--- config.mk ---
export PLATFORM = sky130hd
export DESIGN_NAME = bf_prog_loader
export DESIGN_NICKNAME = d
export VERILOG_FILES = /design/src/rtl/bf_loader_pkg.sv /design/src/rtl/bf_timeout_ctr.sv /design/src/rtl/bf_prog_loader.sv
export SDC_FILE = /design/constraint.sdc
export NUM_CORES = 1
export LEC_CHECK = 0
export CORE_ASPECT_RATIO = 0.7
export CORE_UTILIZATION = 50
export CTS_CLUSTER_DIAMETER = 120
export DETAILED_ROUTE_END_ITERATION = 6
export GPL_TIMING_DRIVEN = 0
export PLACE_DENSITY = 0.86
export SLEW_MARGIN = 10
export SYNTH_ARGS = -nofsm -noshare
export SYNTH_HDL_FRONTEND = slang
export SYNTH_SLANG_ARGS = --single-unit
--- constraint.sdc ---
create_clock -name clk_i -period 1.7 [get_ports clk_i]
set_clock_uncertainty 0.15 [all_clocks]
set_input_delay 0.17 -clock clk_i [delete_from_list [all_inputs] [get_ports clk_i]]
set_output_delay 0.17 -clock clk_i [all_outputs]
set_load 0.02 [all_outputs]
--- src/rtl/bf_loader_pkg.sv ---
// Shared types and constants for the TinyBF UART program loader.
package bf_loader_pkg;

    typedef enum logic [2:0] {
        ST_IDLE = 3'd0,
        ST_LEN  = 3'd1,
        ST_DATA = 3'd2,
        ST_CHK  = 3'd3,
        ST_DONE = 3'd4
    } state_t;

    localparam logic [7:0]  SYNC_BYTE_DEF      = 8'hB5;
    localparam int unsigned TIMEOUT_CYCLES_DEF = 8680;

    // Counter width able to hold the value `cycles` itself.
    function automatic int unsigned tmo_width(input int unsigned cycles);
        return $clog2(cycles + 1);
    endfunction

endpackage

--- src/rtl/bf_timeout_ctr.sv ---
// Loadable saturating down-counter; expired_c is high once the count reaches zero.
module bf_timeout_ctr #(
    parameter int unsigned W = 14
) (
    input  logic         clk_i,
    input  logic         rst_i,
    input  logic         clr_i,
    input  logic         load_i,
    input  logic [W-1:0] load_val_i,
    input  logic         en_i,
    output logic         expired_c
);

    logic [W-1:0] cnt_q;

    // Load wins over clear so a reload on the same cycle is never lost.
    always_ff @(posedge clk_i) begin
        if (!rst_i) begin
            cnt_q <= '0;
        end else if (load_i) begin
            cnt_q <= load_val_i;
        end else if (clr_i) begin
            cnt_q <= '0;
        end else if (en_i && (cnt_q != '0)) begin
            cnt_q <= cnt_q - W'(1);
        end
    end

    assign expired_c = (cnt_q == '0);

endmodule

--- src/rtl/bf_prog_loader.sv ---
// Framed UART program loader: SYNC, LEN, payload, XOR checksum -> program memory writes.
module bf_prog_loader
    import bf_loader_pkg::*;
#(
    parameter int unsigned ADDR_W         = 4,
    parameter logic [7:0]  SYNC_BYTE      = SYNC_BYTE_DEF,
    parameter int unsigned TIMEOUT_CYCLES = TIMEOUT_CYCLES_DEF,
    parameter bit          AUTO_START     = 1'b1
) (
    input  logic              clk_i,
    input  logic              rst_i,
    input  logic              rx_valid_i,
    input  logic [7:0]        rx_data_i,
    input  logic              cpu_busy_i,
    output logic              prog_we_o,
    output logic [ADDR_W-1:0] prog_waddr_o,
    output logic [7:0]        prog_wdata_o,
    output logic              start_o,
    output logic              load_busy_o,
    output logic              load_done_o,
    output logic              load_err_o
);

    localparam int unsigned DEPTH = 2 ** ADDR_W;
    localparam int unsigned LEN_W = ADDR_W + 1;
    localparam int unsigned TO_W  = tmo_width(TIMEOUT_CYCLES);

    state_t             state_q, state_next;
    logic [LEN_W-1:0]   len_q, len_d;
    logic [LEN_W-1:0]   cnt_q, cnt_d;
    logic [7:0]         chk_q, chk_d;
    logic               err_d, we_d;
    logic [ADDR_W-1:0]  waddr_d;
    logic [7:0]         wdata_d;

    logic               in_frame_c, sync_ok_c, len_bad_c, last_c;
    logic               tmo_load_c, tmo_clr_c, tmo_exp_c, tmo_hit_c;
    logic [LEN_W-1:0]   cnt_inc_c;

    assign in_frame_c = (state_q == ST_LEN) || (state_q == ST_DATA) || (state_q == ST_CHK);
    assign sync_ok_c  = rx_valid_i && (rx_data_i == SYNC_BYTE) && !cpu_busy_i;
    assign len_bad_c  = (rx_data_i == 8'd0) || (32'(rx_data_i) > DEPTH);
    assign cnt_inc_c  = cnt_q + LEN_W'(1);
    assign last_c     = (cnt_inc_c == len_q);

    // Inter-byte watchdog: reloaded by every byte of a frame, idles outside one.
    assign tmo_load_c = ((state_q == ST_IDLE) && sync_ok_c) || (in_frame_c && rx_valid_i);
    assign tmo_clr_c  = !in_frame_c && !tmo_load_c;
    assign tmo_hit_c  = in_frame_c && !rx_valid_i && tmo_exp_c;

    bf_timeout_ctr #(
        .W (TO_W)
    ) u_tmo (
        .clk_i      (clk_i),
        .rst_i      (rst_i),
        .clr_i      (tmo_clr_c),
        .load_i     (tmo_load_c),
        .load_val_i (TO_W'(TIMEOUT_CYCLES)),
        .en_i       (in_frame_c),
        .expired_c  (tmo_exp_c)
    );

    // State register.
    always_ff @(posedge clk_i) begin
        if (!rst_i) begin
            state_q <= ST_IDLE;
        end else begin
            state_q <= state_next;
        end
    end

    // Next-state logic.
    always_comb begin
        state_next = state_q;
        case (state_q)
            ST_IDLE: if (sync_ok_c) state_next = ST_LEN;
            ST_LEN: begin
                if (rx_valid_i)     state_next = len_bad_c ? ST_IDLE : ST_DATA;
                else if (tmo_hit_c) state_next = ST_IDLE;
            end
            ST_DATA: begin
                if (rx_valid_i)     state_next = last_c ? ST_CHK : ST_DATA;
                else if (tmo_hit_c) state_next = ST_IDLE;
            end
            ST_CHK: begin
                if (rx_valid_i)     state_next = (rx_data_i == chk_q) ? ST_DONE : ST_IDLE;
                else if (tmo_hit_c) state_next = ST_IDLE;
            end
            ST_DONE: state_next = ST_IDLE;
            default: state_next = ST_IDLE;
        endcase
    end

    // Datapath and output next values.
    always_comb begin
        len_d   = len_q;
        cnt_d   = cnt_q;
        chk_d   = chk_q;
        err_d   = load_err_o;
        we_d    = 1'b0;
        waddr_d = prog_waddr_o;
        wdata_d = prog_wdata_o;
        if (tmo_hit_c) err_d = 1'b1;
        case (state_q)
            ST_IDLE: if (sync_ok_c) err_d = 1'b0;
            ST_LEN: begin
                if (rx_valid_i) begin
                    if (len_bad_c) begin
                        err_d = 1'b1;
                    end else begin
                        len_d = LEN_W'(rx_data_i);
                        cnt_d = '0;
                        chk_d = 8'd0;
                    end
                end
            end
            ST_DATA: begin
                if (rx_valid_i) begin
                    we_d    = 1'b1;
                    waddr_d = cnt_q[ADDR_W-1:0];
                    wdata_d = rx_data_i;
                    chk_d   = chk_q ^ rx_data_i;
                    cnt_d   = cnt_inc_c;
                end
            end
            ST_CHK: if (rx_valid_i && (rx_data_i != chk_q)) err_d = 1'b1;
            default: ;
        endcase
    end

    // Registered datapath and outputs; status flags follow the next state.
    always_ff @(posedge clk_i) begin
        if (!rst_i) begin
            len_q        <= '0;
            cnt_q        <= '0;
            chk_q        <= 8'd0;
            prog_we_o    <= 1'b0;
            prog_waddr_o <= '0;
            prog_wdata_o <= 8'd0;
            start_o      <= 1'b0;
            load_busy_o  <= 1'b0;
            load_done_o  <= 1'b0;
            load_err_o   <= 1'b0;
        end else begin
            len_q        <= len_d;
            cnt_q        <= cnt_d;
            chk_q        <= chk_d;
            prog_we_o    <= we_d;
            prog_waddr_o <= waddr_d;
            prog_wdata_o <= wdata_d;
            start_o      <= AUTO_START && (state_next == ST_DONE);
            load_busy_o  <= (state_next != ST_IDLE);
            load_done_o  <= (state_next == ST_DONE);
            load_err_o   <= err_d;
        end
    end

endmodule

Word-level counts from Yosys, hierarchy flattened
Index checks and enable logic that the tools add are counted.
- $add $sub $neg: 2
- order comparisons: 1
- equality and inequality tests: 11
- multiplexer cells: 27
- bitwise gates (word level): 3
- reductions and logical operators: 29
- operator list (cell ; number):
    two-way mux 14 bit ; 3
    two-way mux 8 bit ; 3
    two-way mux 3 bit ; 6
    case mux 8 bit (2 select lines) ; 1
    two-way mux 5 bit ; 3
    logical NOT 14 bit ; 1
    nonzero test 14 bit ; 1
    subtractor 14 x 1 -> 14 bit, second input constant ; 1
    case mux 3 bit (4 select lines) ; 1
    case mux 5 bit (2 select lines) ; 1
    logical AND 1 bit ; 9
    == test 8 bit ; 1
    == test 8 bit, second input constant ; 1
    greater-than comparator 8 x 5 -> 1 bit, second input constant ; 1
    logical NOT 8 bit ; 1
    inequality test 8 bit ; 1
    bitwise XOR 8 bit ; 1
    two-way mux 1 bit ; 7
    == test 3 x 2 -> 1 bit, second input constant ; 2
    inequality test 2 bit, second input constant ; 3
    nonzero test 3 bit ; 2
    adder 5 x 1 -> 5 bit, second input constant ; 1
    == test 5 bit ; 1
    logical NOT 1 bit ; 4
    12 further kinds ; 17
- register bits after elaboration: 51
- logic and storage cells: 85

Depth between registers and ports, before layout
Gate-level depths: netlist of the first run.
- depth in word-level cells: 9
- gate-level depth with buffers: 8
- mapped depth without buffers: 7

By module
From an unflattened synthesis of the first run, not the netlist that was laid out.
- cell total of the unflattened synthesis: 326
- area, all modules: 2698.8 sq um
- by module, submodules not included (module ; times used ; cells an instance ; area each (sq um) ; sequential area each (sq um)):
    bf_prog_loader ; 1 ; 210 ; 1791.7 ; 740.7
    bf_timeout_ctr ; 1 ; 116 ; 907.1 ; 280.3

Worst setup path before layout of the first run
Ideal clock, no wire load.
- path kind: flip-flop to flip-flop
- start: register cnt_q[0]
- end: register load_busy_o
- library setup time: 58 ps
- arrival time: 1695 ps
- required time: 1492 ps
- path slack: -203 ps
- stages on the path, launching flop included: 7
- path through: dfxtp_1 > ha_1 > nand3_1 > xnor2_1 > or4_4 > o221ai_2 > or3_1
- longest elaborated chain between the ends: 6
- RTL lines (element ; line ; source):
    start, declared ; bf_prog_loader.sv:30 ; logic [LEN_W-1:0] cnt_q, cnt_d;
    start signal, assigned ; bf_prog_loader.sv:146 ; cnt_q <= cnt_d;
    adder 5 x 1 -> 5 bit ; bf_prog_loader.sv:43 ; assign cnt_inc_c = cnt_q + LEN_W'(1);
    == test 5 bit ; bf_prog_loader.sv:44 ; assign last_c = (cnt_inc_c == len_q);
    two-way mux 1 bit ; bf_prog_loader.sv:82 ; if (rx_valid_i) state_next = last_c ? ST_CHK : ST_DATA;
    two-way mux 3 bit ; bf_prog_loader.sv:82 ;
    case mux 3 bit (4 select lines) ; bf_prog_loader.sv:75 ; case (state_q)
    nonzero test 3 bit ; bf_prog_loader.sv:152 ; load_busy_o <= (state_next != ST_IDLE);
    end signal, assigned ; bf_prog_loader.sv:152 ;
    end, declared ; bf_prog_loader.sv:19 ; output logic load_busy_o,
Every way passes these cells.
A chain may end at the register's enable or synchronous reset.

Worst setup path after layout of the first run
- start: register u_tmo.cnt_q[1]
- end: register u_tmo.cnt_q[7]
- longest elaborated chain between the ends: 4
- elaborated cells on any way between the ends: 7
- classes of those cells: add/sub: 1; mux: 3; reduce/logical: 3
- RTL lines (element ; line ; source):
    start, declared ; bf_timeout_ctr.sv:14 ; logic [W-1:0] cnt_q;
    start signal, assigned ; bf_timeout_ctr.sv:21 ; cnt_q <= load_val_i;
    start signal, assigned ; bf_timeout_ctr.sv:25 ; cnt_q <= cnt_q - W'(1);
    subtractor 14 x 1 -> 14 bit ; bf_timeout_ctr.sv:25 ;
    two-way mux 14 bit ; bf_timeout_ctr.sv:24 ; end else if (en_i && (cnt_q != '0)) begin
    two-way mux 14 bit ; bf_timeout_ctr.sv:22 ; end else if (clr_i) begin
    two-way mux 14 bit ; bf_timeout_ctr.sv:20 ; end else if (load_i) begin
Several ways; a longest one is shown, not always the timed one. The select of a mux whose other input is x is not followed.

==> flow_summary.toml, run 1 <==
[run_status]
status = "finished, violations left"
violations = "setup timing"

[pwr]
power.leakage_uw = 0.00131
seqPwrFrac_pct = 58.6
power_density_nw_per_um2 = 568
clkPwrFrac_pct = 35.3
internal_power_uw = 1520
pwr-share-comb_pct = 6.1
p_sw_share_pct = 25.2
power_uw = 2030
peakVddDrop_uv = 444
p_sw_uw = 510

[global_routing]
grt_max_degree = 17
gr-total-overflow = 0
busiest_layer = "met2"
grt_first_pass_wirelength_um = 11600
grt_util_met1_pct = 38.6
grt_pass1_vias = 2291
met2_usage_pct = 46.9
grt_antenna_before_repair = 0
grtUsageMet3_pct = 7.27
grt_usage_pct = 28.9

[yosys]
yosysTopAreaCell = "dfxtp_1"
async_reset_ff_share_pct = 0
syn-num-nets = 309
synth.most_common_cell = "dfxtp_1"
synth.top_cell.area_share_pct = 40.0
ys_top_cells_by_area = "dfxtp_1, nor2_1, xor2_1, a21oi_1, nand2_1"
synth_area_um2 = 2550
synthDistinctLibCells = 53
synth_common_cells = "dfxtp_1, nor2_1, nand2_1"
yosys_register_bits = 51
ys_warn_count = 0
synth_edf_count = 0
ys.flop_type = "dfxtp_1"
synthCells = 294
avgSynthCellArea_um2 = 8.67
ys_seq_area_share_pct = 40.0

[clock_tree]
clk_pin_slew_worst_paths_ns = 0.10
cts_buffer_depth = 2
cts_buffers = 5
htree_num_levels = 2
cts_tree = "done"
root_buffer = "clkbuf_8"
cts.sinks = 51
clock_latency_ns = 0.32
ctsHoldBuffers = 0

[critical_path]
start_kind = "register"
cp_max_fo = 4
r2r-start = "u_tmo.cnt_q[1]"
crit_chain = "inv_4 -> ha_4 -> nor4b_4 -> nand4_4 -> buf_4 -> or2b_1 -> nor3_1 -> o31a_1"
crit_family = "simple AND/OR/NAND/NOR gates"
crit_cells = 8
crit_path_end_kind = "register"
timing.rr.end = "u_tmo.cnt_q[7]"
arrival_ns = 2.15
max_stage_delay_ns = 0.37
reg2reg_depth = 8
critPathBufInv = 2
worstPathRequired_ns = 1.76
crit_slowest_cell = "dfxtp_4"
worst-setup-path-type = "register to register"
rrSetupSlack_ns = -0.39

[hold_path]
hold_path_end = "prog_wdata_o[0]"
min_path_cells = 3
min-delay-start = "rx_data_i[0]"
hold_class = "input port to register"

[sta]
period_needed_ns = 2.09
tightest_slew_ns = 0.747
period_share_pct = 123
finalSetupViolCount = 36
max_clock_freq_mhz = 478
relSlewSlack_pct = 50.2
fin_ws_ns = -0.391
rsz0062_at_grt = "yes"
holdWs_ns = 0.0733
hold_violations = 0
slew_viol_final = 0

[detailed_routing]
wl_per_cell_um = 21.1
drt-total-wl_um = 8820
dr.pass1.iters = 6
via_per_inst = 6.29
drc = 0
final_antenna_net_count = 0
drt_iter0_drc = 317
via_count = 2636

[die]
num_rows = 21
die_w_um = 87.4
num_io_pins = 29
dieArea_um2 = 5390
core_area_um2 = 4830
initial_core_util_pct = 52.7
fp.dieH_um = 61.8

[finish]
area_growth_pct = 39.8
seq_area_um2 = 1040
post-route-util_pct = 73.7
nNetsFinal = 364
layout.cells.non_filler = 419
multi_input_area_um2 = 1760
fillers = 309
num_antenna_cells = 0
drive_above_1_share_pct = 34.0

[placed_design]
dp_hpwl_um = 4220
pre_cts_ws_ns = -0.598
numPortBuffers = 24
dp.cells = 387
gp_congestion = 0.856

[run]
cap_violations = 0
area by class of cell:
type                            count  share of cell area (%)
Clock inverter                      3                   0.562
Clock buffer                        5                    1.93
Inverter                            3                   0.456
Buffer                             17                    3.72
Timing Repair Buffer               48                    12.5
Sequential cell                    51                    29.1
Tap cell                           69                    2.42
Multi-Input combinational cell    223                    49.3
per-stage QoR:
stage / cell area (µm²) / setup TNS, ns
after floorplan: 2570 / -0.102
after global placement: 2900 / -15.10
after detailed placement: 2900 / -17.82
after CTS: 3320 / -1.15
after global routing: 3560 / -6.54
final: 3560 / -4.92
worst max path at each step:
stage,slack [ns],endpoint,from
after floorplan,-0.10,load_busy_o,u_tmo.cnt_q[0]
after global placement,-0.53,cnt_q[1],rx_data_i[5]
after detailed placement,-0.60,cnt_q[1],rx_data_i[5]
after CTS,-0.19,load_busy_o,u_tmo.cnt_q[1]
after global routing,-0.44,u_tmo.cnt_q[7],u_tmo.cnt_q[1]
final,-0.39,u_tmo.cnt_q[7],u_tmo.cnt_q[1]
worst reg2reg max path, stage by stage, from the launching register on:
cell and delay (ns):
dfxtp_4 0.37, inv_4 0.07, ha_4 0.12, nor4b_4 0.30, nand4_4 0.21, buf_4 0.21, or2b_1 0.18, nor3_1 0.08
o31a_1 0.29
repair_timing:
item,in CTS,in global routing
pin swaps,23,13
gates cloned,3,1
setup endpoints to repair,47,46
setup buffers,16,6
resized for setup,52,48
per-layer routing:
layer  vias to the layer above  routed length, µm
li1                       1131                  -
met1                      1250               3480
met2                       212               4150
met3                        43                844
met4                         0                349
met5                         -                  0
state kept, by name (all words and copies together) (netlist names):
signal	flops
load_err_o	1
prog_we_o	1
state_q	3
cnt_q	5
prog_wdata_o	8
chk_q	8
load_busy_o	1
prog_waddr_o	4
load_done_o	1
len_q	5
u_tmo.cnt_q	14
power groups by stage:
| stage | clock [µW] | combinational, µW | sequential (µW) |
|---|---|---|---|
| final | 716 | 123 | 1190 |
| after global routing | 773 | 127 | 1190 |
| after CTS | 704 | 106 | 1190 |
| after detailed placement | 0 | 91.9 | 1220 |
| after global placement | 0 | 89.9 | 1220 |
| after floorplan | 0 | 48.0 | 1220 |
placed cells by master (no fill, tap or decap), types with 5 or more instances in the layout:
| cell type | Yosys | final |
|---|---|---|
| clkbuf_1 | 6 | 5 |
| clkbuf_8 | 0 | 5 |
| nor2_1 | 38 | 32 |
| xor2_1 | 16 | 15 |
| a21oi_2 | 0 | 9 |
| buf_4 | 4 | 22 |
| nand2_1 | 36 | 31 |
| nand4_1 | 5 | 5 |
| xnor2_1 | 9 | 7 |
| clkdlybuf4s50_1 | 0 | 18 |
| buf_6 | 1 | 9 |
| mux2i_1 | 6 | 6 |
| dfxtp_1 | 51 | 45 |
| a21oi_1 | 27 | 18 |
cells by family (layout without fill, tap and decap cells):
| family | after synthesis | in the layout | share of synthesized area (%) |
|---|---|---|---|
| multiplexers | 6 | 6 | 2.36 |
| adder cells (fa/ha/maj) | 3 | 3 | 1.47 |
| flip-flops | 51 | 51 | 40.0 |
| AO/OA/AOI/OAI | 60 | 61 | 15.7 |
| AND/OR/NAND/NOR | 127 | 127 | 26.9 |
| XOR/XNOR | 26 | 26 | 9.22 |
| buffers and inverters | 21 | 76 | 4.27 |
No activity file was read; power rests on OpenSTA's default activity.
==> run 2, diff against run 1 <==
--- a/config.mk
+++ b/config.mk
@@ -11,6 +11,7 @@
 export DETAILED_ROUTE_END_ITERATION = 6
 export GPL_TIMING_DRIVEN = 0
 export PLACE_DENSITY = 0.86
+export SETUP_SLACK_MARGIN = 0.05
 export SLEW_MARGIN = 10
 export SYNTH_ARGS = -nofsm -noshare
 export SYNTH_HDL_FRONTEND = slang
==> run 2 against run 1 <==
Against the previous run:
- the flow still finishes with violations (setup timing)
- clock-buffer cell count increased by 2
- global-route usage increased by 0.65 points
- critical path type unchanged
- first-iteration DRC count increased by 15%
==> flow_summary.toml, run 2 (synthesized netlist as in run 1, its figures left out) <==
[run_status]
status = "finished, violations left"
violations = "setup timing"

[finish]
stdcell_area_um2 = 3930
drive_above_1_share_pct = 44.0
area_growth_pct = 54.2
final_cell_mix = "dfxtp_1, nor2_1, buf_4"
largest_register_ffs = 14
final_common_cell = "dfxtp_1"
top_regs = "u_tmo.cnt_q: 14 flops, chk_q: 8 flops, prog_wdata_o: 8 flops"
largest_register = "u_tmo.cnt_q"
nNetsFinal = 380
num_antenna_cells = 0

[global_routing]
grt_pass1_vias = 2322
grt_max_degree = 16
grt_antenna_before_repair = 0
gr-total-overflow = 0
grt_first_pass_wirelength_um = 11900
grt_usage_pct = 29.6

[sta]
hold_violations = 0
rsz0062_at_grt = "yes"
period_needed_ns = 2.06
period_share_pct = 121
holdWs_ns = 0.0537
max_clock_freq_mhz = 486
tightest_slew_ns = 0.713
relSlewSlack_pct = 52.4
fin_ws_ns = -0.358
slew_viol_final = 0
finalSetupViolCount = 31

[critical_path]
reg2reg_depth = 7
crit_chain = "inv_4 -> ha_4 -> nor4b_4 -> nand4_4 -> o21ai_4 -> a211oi_2 -> or3_1"
cp_max_fo = 5
crit_slowest_cell = "or3_1"
crit_path_end_kind = "register"
start_kind = "register"
critPathBufInv = 1
rrSetupSlack_ns = -0.36
arrival_ns = 2.11
crit_family = "simple AND/OR/NAND/NOR gates"
cp-startpoint = "u_tmo.cnt_q[1]"
max_stage_delay_ns = 0.39
r2r-start = "u_tmo.cnt_q[1]"
worst-setup-path-type = "register to register"
crit_cells = 7
worstPathRequired_ns = 1.75

[placed_design]
numPortBuffers = 24
dpl_cell_area_um2 = 2930
gp_congestion = 0.849
dp_hpwl_um = 4320

[clock_tree]
clock_latency_ns = 0.32
htree_num_levels = 2
clk_pin_slew_worst_paths_ns = 0.10
cts.sinks = 51
ctsHoldBuffers = 0
cts_buffers = 5
cts_tree = "done"
root_buffer = "clkbuf_8"
cts_buffer_depth = 2

[detailed_routing]
via_per_inst = 6.48
via_count = 2820
dr.pass1.iters = 4
drt-total-wl_um = 10000
final_antenna_net_count = 0
drc = 0
wl_per_cell_um = 23.0
drt_iter0_drc = 365

[hold_path]
min_path_cells = 3
hold_class = "input port to register"
min-delay-start = "rx_data_i[0]"

[die]
core_area_um2 = 4830
dieArea_um2 = 5390
num_io_pins = 29
die_w_um = 87.4
num_rows = 21
fp.dieH_um = 61.8
initial_core_util_pct = 52.7

[run]
cap_violations = 0

[pwr]
power_density_nw_per_um2 = 557
peakVddDrop_uv = 465
power.leakage_uw = 0.00153
## run 2: changes by cell type in the layout (fill, tap and decap cells not counted), sizes merged
cell           delta
clkdlybuf4s50     -1
dlygate4sd2       -1
clkbuf            +5
a31oi             -1
clkinv            -1
dlymetal6s2s      +1
clkinvlp          -2
buf              +15
bufinv            +1
## run 2: final cells by class
class / count / area (µm²)
plain buffers: 18 / 161
clock buffers: 7 / 76.3
clock inverters: 1 / 30.0
fillers: 250 / 902
inverters: 3 / 16.3
multi-input cells: 222 / 1870
flip-flops and latches: 51 / 1040
well taps: 69 / 86.3
repair buffers: 64 / 651
## run 2: path summary, 6_finish.rpt
check / end
max reg2reg: load_busy_o
min: prog_wdata_o[0]
max: load_busy_o
min reg2reg: prog_wdata_o[2]
## run 2: layer usage
layer / global-route usage, % / share of wire (%) / vias up
li1: - / - / 1160
met1: 40.2 / 39 / 1338
met2: 48.2 / 44 / 253
met3: 5.42 / 11 / 69
met4: 10.8 / 5.4 / 0
met5: 0 / 0 / -
## run 2: power breakdown
group          switching, µW  leakage (µW)  total [µW]  internal [µW]
clock                    434     0.0000524         876            442
sequential             0.272      0.000416        1190           1190
combinational           84.0       0.00106         130           45.9
## run 2: per-stage QoR
stage | total power [µW] | worst slack, ns | cells | util, % | setup TNS (ns)
floorplan | 1270 | -0.102 | 294 | - | -0.102
global placement | 1310 | -0.513 | 387 | 60.6 | -14.63
detailed placement | 1310 | -0.527 | 387 | 60.6 | -16.17
CTS | 2130 | -0.250 | 419 | 72.1 | -2.20
global route | 2230 | -0.409 | 435 | 81.3 | -6.85
finish | 2190 | -0.358 | 435 | 81.3 | -5.39
## run 2: what timing repair did
action                     4_1_cts  5_1_grt
setup buffers                   23       15
pin swaps                       27       26
setup endpoints to repair       51       52
resized for setup               65       78
hold endpoints to repair         0        0
cloned                           1        3
## run 2: worst reg2reg max path, stage by stage, from the launching register on
cell and delay [ns]:
dfxtp_4 0.36, inv_4 0.06, ha_4 0.12, nor4b_4 0.30, nand4_4 0.24, o21ai_4 0.22
a211oi_2 0.09, or3_1 0.40
